### config.mk
export PLATFORM = sky130hd
export DESIGN_NAME = data_mem_master
export DESIGN_NICKNAME = d
export VERILOG_FILES = /design/src/rtl/data_mem_master.sv
export SDC_FILE = /design/constraint.sdc
export NUM_CORES = 1
export LEC_CHECK = 0
export ABC_CLOCK_PERIOD_IN_PS = 2020
export BUFFER_PORTS_ARGS = -buffer_cell sky130_fd_sc_hd__buf_2
export CAP_MARGIN = 10
export CORE_MARGIN = 2
export CORE_UTILIZATION = 47
export DETAILED_ROUTE_END_ITERATION = 10
export GPL_TIMING_DRIVEN = 0
export PLACE_DENSITY = 0.79
export SYNTH_ARGS = -nofsm -noshare
export SYNTH_HDL_FRONTEND = slang
export SYNTH_SLANG_ARGS = --single-unit
### constraint.sdc
create_clock -name clk_i -period 2.02 [get_ports clk_i]
set_input_delay 0.404 -clock clk_i [delete_from_list [all_inputs] [get_ports clk_i]]
set_output_delay 0.404 -clock clk_i [all_outputs]
set_load 0.02 [all_outputs]
### src/rtl/data_mem_master.sv
// data_mem_master: core-side initiator that sequences single and burst load/store requests onto a
// shared-address data memory. Define DMM_RANGE_CHECK_EN to reject requests that run past MEM_WORDS.

module data_mem_master #(
   parameter int ADDR_W    = 16,
   parameter int DATA_W    = 16,
   parameter int LEN_W     = 3,
   parameter int MEM_WORDS = 8
) (
   input  logic              clk_i,
   input  logic              rst_i,
   input  logic              req_valid_i,
   output logic              req_ready_o,
   input  logic              req_write_i,
   input  logic [ADDR_W-1:0] req_addr_i,
   input  logic [DATA_W-1:0] req_wdata_i,
   input  logic [LEN_W-1:0]  req_len_i,
   output logic              resp_valid_o,
   input  logic              resp_ready_i,
   output logic [DATA_W-1:0] resp_data_o,
   output logic              resp_last_o,
   output logic              resp_err_o,
   output logic [ADDR_W-1:0] mem_access_addr_o,
   output logic [DATA_W-1:0] mem_write_data_o,
   output logic              mem_write_en_o,
   output logic              mem_read_o,
   input  logic [DATA_W-1:0] mem_read_data_i
);

   typedef enum logic [2:0] {
      IDLE  = 3'd0,
      READ  = 3'd1,
      RESP  = 3'd2,
      WRITE = 3'd3,
      DONE  = 3'd4
   } state_e;

   state_e            state_q, state_d;
   logic [ADDR_W-1:0] addr_q, addr_d;
   logic [DATA_W-1:0] wdata_q, wdata_d;
   logic [LEN_W-1:0]  len_q, len_d;
   logic [LEN_W-1:0]  cnt_q, cnt_d;
   logic [DATA_W-1:0] rdata_q, rdata_d;
   logic              last_beat_s;

`ifdef DMM_RANGE_CHECK_EN
   logic              err_q, err_d;
   logic [ADDR_W:0]   end_addr_s;
   logic              range_bad_s;

   // Extra bit keeps the end-of-burst compare free of wrap-around
   assign end_addr_s  = {1'b0, req_addr_i} + (ADDR_W+1)'(req_len_i);
   assign range_bad_s = ({1'b0, req_addr_i} >= (ADDR_W+1)'(MEM_WORDS)) ||
                        (end_addr_s >= (ADDR_W+1)'(MEM_WORDS));
   assign resp_err_o  = err_q;
`else
   assign resp_err_o  = 1'b0;
`endif

   assign last_beat_s       = (cnt_q == len_q);
   assign req_ready_o       = (state_q == IDLE);
   assign mem_read_o        = (state_q == READ);
   assign mem_write_en_o    = (state_q == WRITE);
   assign resp_valid_o      = (state_q == RESP) || (state_q == DONE);
   assign resp_last_o       = (state_q == DONE) || ((state_q == RESP) && last_beat_s);
   assign resp_data_o       = rdata_q;
   assign mem_access_addr_o = addr_q;
   assign mem_write_data_o  = wdata_q;

   // Next-state and datapath update
   always_comb begin
      state_d = state_q;
      addr_d  = addr_q;
      wdata_d = wdata_q;
      len_d   = len_q;
      cnt_d   = cnt_q;
      rdata_d = rdata_q;
`ifdef DMM_RANGE_CHECK_EN
      err_d   = err_q;
`endif
      case (state_q)
         IDLE: begin
            if (req_valid_i) begin
               addr_d  = req_addr_i;
               wdata_d = req_wdata_i;
               len_d   = req_len_i;
               cnt_d   = {LEN_W{1'b0}};
               rdata_d = {DATA_W{1'b0}};
`ifdef DMM_RANGE_CHECK_EN
               if (range_bad_s) begin
                  state_d = DONE;
                  err_d   = 1'b1;
               end else if (req_write_i) begin
                  state_d = WRITE;
               end else begin
                  state_d = READ;
               end
`else
               if (req_write_i) begin
                  state_d = WRITE;
               end else begin
                  state_d = READ;
               end
`endif
            end else begin
               state_d = IDLE;
            end
         end
         READ: begin
            rdata_d = mem_read_data_i;
            state_d = RESP;
         end
         RESP: begin
            if (resp_ready_i && last_beat_s) begin
               state_d = IDLE;
            end else if (resp_ready_i) begin
               addr_d  = addr_q + ADDR_W'(1);
               cnt_d   = cnt_q + LEN_W'(1);
               state_d = READ;
            end else begin
               state_d = RESP;
            end
         end
         WRITE: begin
            if (last_beat_s) begin
               rdata_d = {DATA_W{1'b0}};
               state_d = DONE;
            end else begin
               addr_d  = addr_q + ADDR_W'(1);
               cnt_d   = cnt_q + LEN_W'(1);
               state_d = WRITE;
            end
         end
         DONE: begin
            if (resp_ready_i) begin
               state_d = IDLE;
`ifdef DMM_RANGE_CHECK_EN
               err_d   = 1'b0;
`endif
            end else begin
               state_d = DONE;
            end
         end
         default: begin
            state_d = IDLE;
         end
      endcase
   end

   // State and datapath registers with synchronous reset
   always_ff @(posedge clk_i) begin
      if (rst_i) begin
         state_q <= IDLE;
         addr_q  <= {ADDR_W{1'b0}};
         wdata_q <= {DATA_W{1'b0}};
         len_q   <= {LEN_W{1'b0}};
         cnt_q   <= {LEN_W{1'b0}};
         rdata_q <= {DATA_W{1'b0}};
`ifdef DMM_RANGE_CHECK_EN
         err_q   <= 1'b0;
`endif
      end else begin
         state_q <= state_d;
         addr_q  <= addr_d;
         wdata_q <= wdata_d;
         len_q   <= len_d;
         cnt_q   <= cnt_d;
         rdata_q <= rdata_d;
`ifdef DMM_RANGE_CHECK_EN
         err_q   <= err_d;
`endif
      end
   end

endmodule

==> impl_results.md <==
* Outcome: complete, no violations
* Internal at 2.32 mW
* Dpl ws at -274 ps
* Max cap viols at 0
* Detailed placer's ending HPWL at 5.11 mm
* Fmax at 0.504 GHz
* Vias at 2711
* Synthesized net count at 362
* VDD IR-drop max at 0.541 mV
* Area Overhead vs Synth at 39.0%
* Logic pwr share at 29.6%
* Final worst slack at 35.5 ps
* Ant. Diodes at 0
* # DRC at 0
* Hold slack at 287 ps
* Sw power at 1.21 mW
* H-tree depth at 3
* Yosys warns at 0
* CTS tree: done
* TritonRoute pass-1 iters at 5
* DRT iter0 DRCs at 152
* Critical Path Sink Type: output pin
* Mapped Cells at 304
* Antenna violations before repair at 0
* Seq pwr share at 38.4%
* Inserted Clock Buffers at 9
* Worst Hold Depth at 2
* Critical path arrival at 1580 ps
* Largest net degree at the start of global routing at 11
* Clock Skews at 8.56 ps
* Dominant cell type by area after synthesis: dfxtp_1
* CTS max path bufs at 2
* Leakage at 1.59 nW
* Critical path type: reg2out
* Clock Tree Root: clkbuf_8
* DIE HEIGHT at 76.9 um
* Row cnt at 26
* Synth cell count leaders: 59 x nand2_1, 57 x dfxtp_1, 40 x a21oi_1
* WL per Instance at 14.6 um
* Area share of the largest cell type after synthesis at 45.6%
* Core Area at 5110 um^2
* Die area at 5920 um^2
* Final nets at 482
* Worst-Margin Slew at 569 ps
* Vias in the first global route at 2531
* First-pass GRT wire length at 11.7 mm
* Final Cycle Share at 98.2%
* Sink Count at 57
* Layout Cells excl Fill at 499
* CTS hold repair buffers at 0
* Most frequent cell after synthesis: nand2_1
* Async S/R FF share, synth at 0%
* Starting density of the core at 48.9%
* Switch share at 34.3%
* I/O pin cnt at 110
* Final Critical Period at 1980 ps
* Sequential cell area fraction in the yosys report at 45.6%
* Share of cells above drive strength 1 at 36.4%
* Mapped cell area at 2500 um^2
* Yosys cell types at 46
* Max Slew Vio Count at 0
* Worst EP required at 1620 ps
* Pwr dens at 1020 nW/um^2
* Syn avg cell area at 8.22 um^2
* Main synth FF type: dfxtp_1
* Clock power share at 32.0%
* Worst R2R Path Depth at 7
* Final setup violation count at 0
* Clock slew at reported path FFs at 70 ps
* Dpl cells at 481
* Relative slew slack at 62.0%
* Grt total ovfl at 0
* Total length of routed wires at 7.28 mm
* Critical Path Start Type: flip-flop
* Post-synth EDFFs at 0
* Crit-path max FO at 3
* Placer Congestion at 0.812
* Hold Vio Cnt, Final at 0
* Number of routed nets with antenna violations at 0
* Synth Register Bits at 57
* Via/cell ratio at 5.43
* Hold WC Path Type: in2reg
* DIE WIDTH at 76.9 um
* RSZ-0062 raised after global routing: true
* I/O Buffers at 107
* Total GRT Usage at 24.7%
* Clock insertion delay at the later pin of the skew report at 330 ps
* Largest cells by area after synthesis: dfxtp_1 46%, nand2_1 8.9%, a21oi_1 8.0%
==> area by class of cell <==
class | count | area [um^2]
fillers | 443 | 1630
clock inverters | 4 | 50.0
flip-flops and latches | 57 | 1140
clock buffers | 12 | 165
inverters | 1 | 3.75
repair buffers | 110 | 567
plain buffers | 24 | 133
well taps | 70 | 87.6
multi-input cells | 221 | 1330
==> cells by family after synthesis <==
family | Yosys count | synth area share, %
AND/OR/NAND/NOR | 120 | 23.0
AO/OA/AOI/OAI | 94 | 24.5
flip-flops | 57 | 45.6
buffers and inverters | 26 | 4.35
XOR/XNOR | 4 | 1.40
adder cells (fa/ha/maj) | 2 | 1.00
other | 1 | 0.150
==> power by group through the flow <==
| stage | combinational (mW) | sequential, mW | clock (mW) |
|---|---|---|---|
| 2_1_floorplan | 0.507 | 1.49 | 0 |
| 3_3_place_gp | 0.930 | 1.37 | 0 |
| 3_5_place_dp | 0.947 | 1.38 | 0 |
| 4_1_cts | 1.02 | 1.35 | 1.15 |
| 5_1_grt | 1.15 | 1.37 | 1.19 |
| 6_report | 1.05 | 1.36 | 1.13 |
==> critical path, stage by stage, from the launching register on <==
cell and delay (ps):
dfxtp_1 330, xor2_1 210, nor3_2 300, nand2_1 110, a21oi_2 150, buf_4 160
==> cells in the final DEF, fill, tap and decap left out, drive strengths merged, types with 2 or more instances in the layout <==
cell type	netlist	final
nor4	3	3
or2	2	2
and2	4	4
clkbuf	16	27
nand3	5	5
dfxtp	57	57
a32o	3	3
clkinvlp	0	2
a31oi	6	6
a21oi	41	41
a211oi	2	2
nor4b	4	4
a22o	18	18
buf	9	119
nor2	20	20
xor2	3	3
nand2b	2	2
nor3	9	9
o31ai	2	2
nand2	59	59
a311oi	2	2
nand4	4	4
a21o	2	2
ha	2	2
o21ai	11	11
nor3b	2	2
==> final timing paths <==
| kind | from | endpoint | slack (ps) |
|---|---|---|---|
| worst min-delay path | mem_read_data_i[13] | resp_data_o[13] | 290 |
| worst max-delay path | cnt_q[2] | resp_last_o | 40 |
| worst min register to register | mem_write_data_o[8] | mem_write_data_o[8] | 450 |
| worst max register to register | state_q[0] | mem_access_addr_o[3] | 70 |
==> routing by layer <==
layer / routed length, um / global-route usage [%] / share of wire [%]
met5: 0 / 0 / 0
met4: 87 / 10.2 / 1.2
met3: 573 / 7.76 / 7.9
met2: 3650 / 40.6 / 50
met1: 2970 / 30.0 / 41
==> stage by stage <==
stage / setup TNS [ps] / util, % / power, mW / instance area [um^2]
final: 0 / 68.1 / 3.54 / 3480
after global routing: -167 / 68.1 / 3.71 / 3480
after global placement: -2900 / 61.2 / 2.30 / 3130
after CTS: -28.4 / 67.2 / 3.52 / 3430
after detailed placement: -3570 / 61.2 / 2.32 / 3130
after floorplan: 0 / - / 2.00 / 2500
==> registers in the layout, indices dropped and copies added (netlist names) <==
signal and flops:
mem_access_addr_o 16, cnt_q 3, mem_write_data_o 16, state_q 3, len_q 3, resp_data_o 16
==> repair_timing <==
item,4_1_cts,5_1_grt
endpoints found under the setup margin,30,21
resized for setup,20,15
setup buffers,2,1
pin swaps,2,3
(Power assumes the default switching activity.)
